==> config.mk <==
export PLATFORM = sky130hd
export DESIGN_NAME = uart_tx_cfg
export DESIGN_NICKNAME = d
export VERILOG_FILES = /design/src/rtl/uart_pkg.sv /design/src/rtl/uart_baud_gen.sv /design/src/rtl/uart_tx_cfg.sv
export SDC_FILE = /design/constraint.sdc
export NUM_CORES = 1
export LEC_CHECK = 0
export CAP_MARGIN = 20
export CORE_MARGIN = 1.5
export CORE_UTILIZATION = 56
export CTS_CLUSTER_SIZE = 40
export DETAILED_ROUTE_END_ITERATION = 6
export GPL_TIMING_DRIVEN = 0
export PLACE_DENSITY = 0.82
export SLEW_MARGIN = 30
export SYNTH_ARGS = -nofsm -noshare
export SYNTH_HDL_FRONTEND = slang
export SYNTH_HIERARCHICAL = 1
export SYNTH_SLANG_ARGS = --single-unit
==> constraint.sdc <==
create_clock -name clk -period 4.4 [get_ports clk]
set_input_delay 0.44 -clock clk [delete_from_list [all_inputs] [get_ports clk]]
set_output_delay 0.44 -clock clk [all_outputs]
set_load 0.01 [all_outputs]
==> src/rtl/uart_pkg.sv <==
// Shared definitions for the configurable UART: parity modes, FSM state
// encoding and a counter-width helper used by the bit-period generator.
package uart_pkg;

    localparam int PAR_NONE = 0;
    localparam int PAR_ODD  = 1;
    localparam int PAR_EVEN = 2;

    typedef enum logic [2:0] {
        IDLE,
        START,
        DATA,
        PAR,
        STOP
    } state_t;

    // A divide-by-one counter still needs one bit to exist.
    function automatic int cnt_width(input int div);
        return (div > 1) ? $clog2(div) : 1;
    endfunction

endpackage

==> src/rtl/uart_baud_gen.sv <==
// Bit-period counter: tick marks the last clk cycle of each CLKDIV-cycle bit.
// restart holds the count at zero so the next bit starts on a clean boundary.
module uart_baud_gen
    import uart_pkg::*;
#(
    parameter int CLKDIV = 16
) (
    input  logic clk,
    input  logic rst,
    input  logic restart,
    output logic tick
);

    localparam int            CW   = cnt_width(CLKDIV);
    localparam logic [CW-1:0] LAST = CW'(CLKDIV - 1);

    logic [CW-1:0] cnt;

    assign tick = (cnt == LAST);

    // NOTE: sequential state uses non-blocking assignment so every register
    // samples pre-edge values regardless of process ordering.
    always_ff @(posedge clk) begin
        if (rst || restart || tick) begin
            cnt <= '0;
        end else begin
            cnt <= cnt + CW'(1);
        end
    end

endmodule

==> src/rtl/uart_tx_cfg.sv <==
// Configurable UART transmitter: start bit, LSB-first data, optional parity,
// one or two stop bits; accepts a new frame in the last stop cycle.
module uart_tx_cfg
    import uart_pkg::*;
#(
    parameter int CLKDIV    = 16,
    parameter int DATA_BITS = 8,
    parameter int PARITY    = 0,
    parameter int STOP_BITS = 1
) (
    input  logic                 clk,
    input  logic                 rst,
    input  logic [DATA_BITS-1:0] data,
    input  logic                 send,
    output logic                 ready,
    output logic                 sent,
    output logic                 busy,
    output logic                 tx
);

    localparam int            BW        = $clog2(DATA_BITS);
    localparam logic [BW-1:0] LAST_BIT  = BW'(DATA_BITS - 1);
    localparam logic          LAST_STOP = 1'(STOP_BITS - 1);

    state_t               state, state_next;
    logic [DATA_BITS-1:0] shreg, shreg_next;
    logic [BW-1:0]        bit_cnt, bit_next;
    logic                 stop_cnt, stop_next;
    logic                 par_q, par_next;
    logic                 tx_q, tx_next;
    logic                 tick, restart, accept, last_stop;

    uart_baud_gen #(.CLKDIV(CLKDIV)) u_baud (
        .clk     (clk),
        .rst     (rst),
        .restart (restart),
        .tick    (tick)
    );

    assign last_stop = (state == STOP) && tick && (stop_cnt == LAST_STOP);
    assign ready     = !rst && ((state == IDLE) || last_stop);
    assign accept    = send && ready;
    assign sent      = !rst && last_stop;
    assign busy      = !rst && (state != IDLE);
    assign restart   = (state == IDLE) || accept;
    assign tx        = tx_q;

    // NOTE: every variable gets a default before the case so no path leaves
    // it unassigned, which would otherwise infer a latch.
    always_comb begin
        state_next = state;
        shreg_next = shreg;
        bit_next   = bit_cnt;
        stop_next  = stop_cnt;
        par_next   = par_q;
        tx_next    = 1'b1;

        case (state)
            START: if (tick) begin
                state_next = DATA;
                bit_next   = '0;
            end
            DATA: if (tick) begin
                shreg_next = shreg >> 1;
                if (bit_cnt == LAST_BIT) begin
                    state_next = (PARITY != PAR_NONE) ? PAR : STOP;
                    stop_next  = 1'b0;
                end else begin
                    bit_next = bit_cnt + BW'(1);
                end
            end
            PAR: if (tick) begin
                state_next = STOP;
                stop_next  = 1'b0;
            end
            STOP: if (tick) begin
                if (stop_cnt == LAST_STOP) state_next = IDLE;
                else                       stop_next  = 1'b1;
            end
            default: state_next = IDLE;
        endcase

        // Acceptance from IDLE or the final stop cycle both go straight to START.
        if (accept) begin
            state_next = START;
            shreg_next = data;
            par_next   = (PARITY == PAR_ODD) ? ~^data : ^data;
        end

        // tx is registered from the next state so the line never glitches.
        case (state_next)
            START:   tx_next = 1'b0;
            DATA:    tx_next = shreg_next[0];
            PAR:     tx_next = par_q;
            default: tx_next = 1'b1;
        endcase
    end

    always_ff @(posedge clk) begin
        if (rst) begin
            state    <= IDLE;
            shreg    <= '0;
            bit_cnt  <= '0;
            stop_cnt <= 1'b0;
            par_q    <= 1'b0;
            tx_q     <= 1'b1;
        end else begin
            state    <= state_next;
            shreg    <= shreg_next;
            bit_cnt  <= bit_next;
            stop_cnt <= stop_next;
            par_q    <= par_next;
            tx_q     <= tx_next;
        end
    end

endmodule

Word level (Yosys, flattened, before mapping). Cells that the tools add are included.

Flip-flop bits (word level): 21. Output and inout port bits: 4.

Add/sub/neg operators: 2. Eq/ne operators: 15. Mux-type cells: 22. Bitwise operators: 1. Reduce and logical (&&, ||, !) cells: 21.

Operators with widths (count): $mux 3 (10); $mux 8 (3); $eq 3x2->1 const B (4); $ne 2x2->1 const B (6); $pmux 3 s4 (1); $reduce_xor 8->1 (1); $eq 3x1->1 const B (2); $eq 3x3->1 const B (2); $logic_and 1x1->1 (6); $pmux 1 s3 (2); $pmux 3 s2 (1); $reduce_bool 2->1 (3); $reduce_bool 3->1 (2); $mux 1 (5); $reduce_and 5->1 (1); $add 4x1->4 const B (1); $eq 4x4->1 const B (1); $logic_or 1x1->1 (4); $reduce_and 4->1 (1); $add 3x1->3 const B (1); $logic_not 3->1 (1); $reduce_and 2->1 (1); $logic_not 1->1 (1); $not 1->1 (1).

Depth between registers and ports, before layout.
Depth after elaboration: 9. Gate-level depth with buffers: 9. Mapped depth without buffers: 9.

Cells and area by module. Netlist, hierarchy kept.

By module, submodules not included: uart_tx_cfg (times used 1, cells an instance 91, area an instance 842.1 um^2, sequential area each 320.3 um^2); uart_baud_gen (times used 1, cells an instance 16, area an instance 157.7 um^2, sequential area each 80.1 um^2).

Worst setup path before layout. Ideal clock, no wire load.

Path type: register to register. Start point: register u_baud.cnt[0]. End point: register tx_q (netlist: tx). Arrival time: 2.002 ns. Required time: 4.266 ns. Setup slack: 2.264 ns. Cell stages (with the launch flop): 9. Clock period less this slack: 2.136 ns. Path through: dfxtp_1 ha_1 nand3_1 inv_1 nor4bb_1 buf_6 mux2i_1 a31oi_1 or4_1.

Word-level cells in the longest chain between the ends: 9.

RTL lines: from (decl) (RTL line uart_baud_gen.sv:17) `logic [CW-1:0] cnt;`; from (signal assigned) (RTL line uart_baud_gen.sv:27) `cnt <= cnt + CW'(1);`; $eq 4x4->1 (*) (RTL line uart_baud_gen.sv:19) `assign tick = (cnt == LAST);`; net tick (RTL line uart_tx_cfg.sv:31) `logic tick, restart, accept, last_stop;`; parallel branches: the longest is 7 deep, another holds $pmux 3 s4; $pmux 1 s3 (*) (RTL line uart_tx_cfg.sv:91) `case (state_next)`; to (signal assigned) (RTL line uart_tx_cfg.sv:113) `tx_q <= tx_next;`; to (decl) (RTL line uart_tx_cfg.sv:30) `logic tx_q, tx_next;`.

Mark *: on every way through the listed nets, which the timed path passes. The select of a mux whose other input is x is not followed. A chain may end at the register's enable or synchronous reset.

Final worst setup path.
Start point: input rst. End point: output busy.

Word-level cells in the longest chain between the ends: 2.

RTL lines: from (decl) (RTL line uart_tx_cfg.sv:12) `input logic rst,`; $logic_not 1->1 (RTL line uart_tx_cfg.sv:44) `assign busy = !rst && (state != IDLE);`; $logic_and 1x1->1 (RTL line uart_tx_cfg.sv:44); to (decl) (RTL line uart_tx_cfg.sv:17) `output logic busy,`.

No other way between the ends.

==> run_results.csv <==
group,metric,value,unit
clocking,postCtsSetupBuffers,0,
grt,antenna_found_initial,0,
sta,setup-violations-final,0,
grt,grt_start_max_net_pins,12,
floorplanning,ios,15,
clocking,clk_latency,0.30,ns
setup_path,critPathArrivalTime,2.15,ns
clocking,hold_buffers,0,
sta,post-route-period-util,59.0,%
grt,grt-ovfl-total,0,
sta,max_freq,386,MHz
pwr,p_per_area,293,nW/um^2
clocking,cts_tree,"done",
clocking,cts_sinks,20,
logic_synthesis,yosysTopAreaCell,"dfxtp_1",
logic_synthesis,syn_inst,107,
clocking,path_clk_slew,0.11,ns
setup_path,path_max_fanout,10,
grt,grt_use_total,20.0,%
logic_synthesis,yosys_most_used_dff,"dfxtp_1",
final_layout,num_antenna_cells,0,
logic_synthesis,seq_area_frac_synth,40.1,%
placed_design,port_buffers,14,
floorplanning,dieArea,2050,um^2
drt,finalWirelength,1730,um
setup_path,rrSetupSlack,2.06,ns
final_layout,ff_latch_area,400,um^2
logic_synthesis,synth.distinct_cells,33,
logic_synthesis,synth_nets,121,
clocking,numCtsBuffers,3,
final_layout,layout-drive-gt1-share,8.80,%
sta,rsz0062_at_grt,"false",
sta,skew,0.00109,ns
pwr,p_leak,0.000448,uW
grt,grt_pass1_wl,2980,um
floorplanning,start_util,58.5,%
drt,vias,801,
placed_design,placed_cells,146,
sta,hold_viol_final,0,
clocking,ctsResizeCount,0,
drt,antenna_left,0,
logic_synthesis,syn-cell-area,1000,um^2
setup_path,cp-start-kind,"primary input",
sta,drv_slew,0,
clocking,clock_path_buffers,2,
status,status,"finished, final reports clean",
floorplanning,die-width,45.3,um
sta,fin_crit,2.59,ns
logic_synthesis,yosysTopAreaCellShare,40.1,%
floorplanning,die_h,45.3,um
flow_run,maxCapViolCount,0,
logic_synthesis,async_reset_ff_share,0,%
final_layout,area_growth,20.8,%
logic_synthesis,synth_edf_count,0,
drt,wire_per_inst,11.5,um
floorplanning,rows,15,
final_layout,fillerInstances,139,
hold_path,hp-class,"register to register",
grt,grt_pass1_vias,720,
setup_path,end_kind,"output pin",
setup_path,crit_required,3.96,ns
final_layout,multi_input_area,551,um^2
sta,max_slew_margin,69.9,%
clocking,htree_levels,1,
sta,tightest_slew,0.452,ns
pwr,peakVddDrop,223,uV
drt,dr.pass1.iters,4,
drt,drc,0,
final_layout,final_core_util,70.7,%
setup_path,critPathKind,"primary input to output pin",
logic_synthesis,avgSynthCellArea,9.34,um^2
floorplanning,core-area,1710,um^2
logic_synthesis,synth.ff_latch_count,20,
clocking,root_buffer,"clkbuf_4",
logic_synthesis,synth_area_leaders,"dfxtp_1 (40%), mux2i_1 (9.0%), xnor2_1 (7.0%), nor2_1 (5.6%), a211oi_1 (5.3%)",
final_layout,layout_commonest_cell,"dfxtp_1",
placed_design,dp_hpwl,1290,um
final_layout,final_cell_mix,"dfxtp_1 (20), nor2_1 (15), clkdlybuf4s50_1 (14)",
placed_design,routabilityCongestion,0.758,
final_layout,final_cells,150,
sta,tns,0,ns
final_layout,layout.nets,140,
drt,viasPerCell,5.34,
drt,detail_route.iter0.violations,4,
logic_synthesis,synth_warnings,6,
per-layer routing:
layer	vias to the layer above	wire length [um]	track usage [%]	share of wire [%]
met1	364	848	25.6	49
li1	416	-	-	-
met5	-	0	0	0
met2	16	790	33.4	46
met3	5	54	2.40	3.1
met4	0	31	8.82	1.8
registers in the layout, summed over array words and instances (netlist names):
name and cells:
shreg 8, par_q 1, u_baud/cnt 4, state 3
bit_cnt 3, tx 1
layout make-up:
cell class                 instances  share of cell area (%)
buffer                             6                    3.42
clock buffer                       4                    3.01
inverter                           2                   0.622
multi-input combinational         79                    45.6
sequential                        20                    33.2
tap                               25                    2.59
timing repair buffer              14                    11.6
worst max-delay path: stages:
cell and delay (ns):
clkdlybuf4s50_1 0.51, buf_2 0.23, buf_1 0.39, nor2_1 0.09, clkdlybuf4s50_1 0.49
cells by family (layout without fill, tap and decap cells):
logic type / after synthesis / in the layout / synth area share (%)
xor gates and xnor gates: 9 / 9 / 7.89
buffers and inverters: 8 / 26 / 4.88
muxes: 9 / 9 / 9.01
DFF: 20 / 20 / 40.0
AOI/OAI and AO/OA: 16 / 16 / 11.6
adders and majority gates: 3 / 3 / 3.76
and+or+nand+nor: 42 / 42 / 22.8
through the flow:
stage               total power (uW)  hold slack, ns  worst slack, ns  instance area, um^2
floorplan                        230           0.418             2.26                 1000
global placement                 249           0.433             1.79                 1170
detailed placement               251           0.442             1.79                 1170
CTS                              356           0.459             1.79                 1210
global route                     368           0.486             1.67                 1210
finish                           354           0.457             1.81                 1210
where the power goes:
part | internal (uW) | leakage (uW) | switching (uW)
sequential | 190 | 0.000163 | 3.74
clock | 50.5 | 0.0000210 | 57.0
combinational | 29.1 | 0.000264 | 23.7
total | 269 | 0.000448 | 84.5
synth_stat cells, types with 2 or more instances:
library cell,count
buf_6,2
nand2b_1,2
nand3_1,3
nor3_1,2
ha_1,3
inv_1,2
nor2_1,15
buf_2,3
xnor2_1,8
nand2_1,3
a211oi_1,7
nor2b_1,6
and3_1,2
a22oi_1,2
o21ai_1,2
dfxtp_1,20
mux2i_1,9
final timing paths:
check                     start       endpoint  cells past startpoint
setup / recovery            rst           busy                      5
hold / removal    u_baud/cnt[0]  u_baud/cnt[0]                      1
setup reg to reg  u_baud/cnt[0]             tx                      8
hold reg to reg   u_baud/cnt[0]  u_baud/cnt[0]                      1
(Power assumes the default switching activity.)
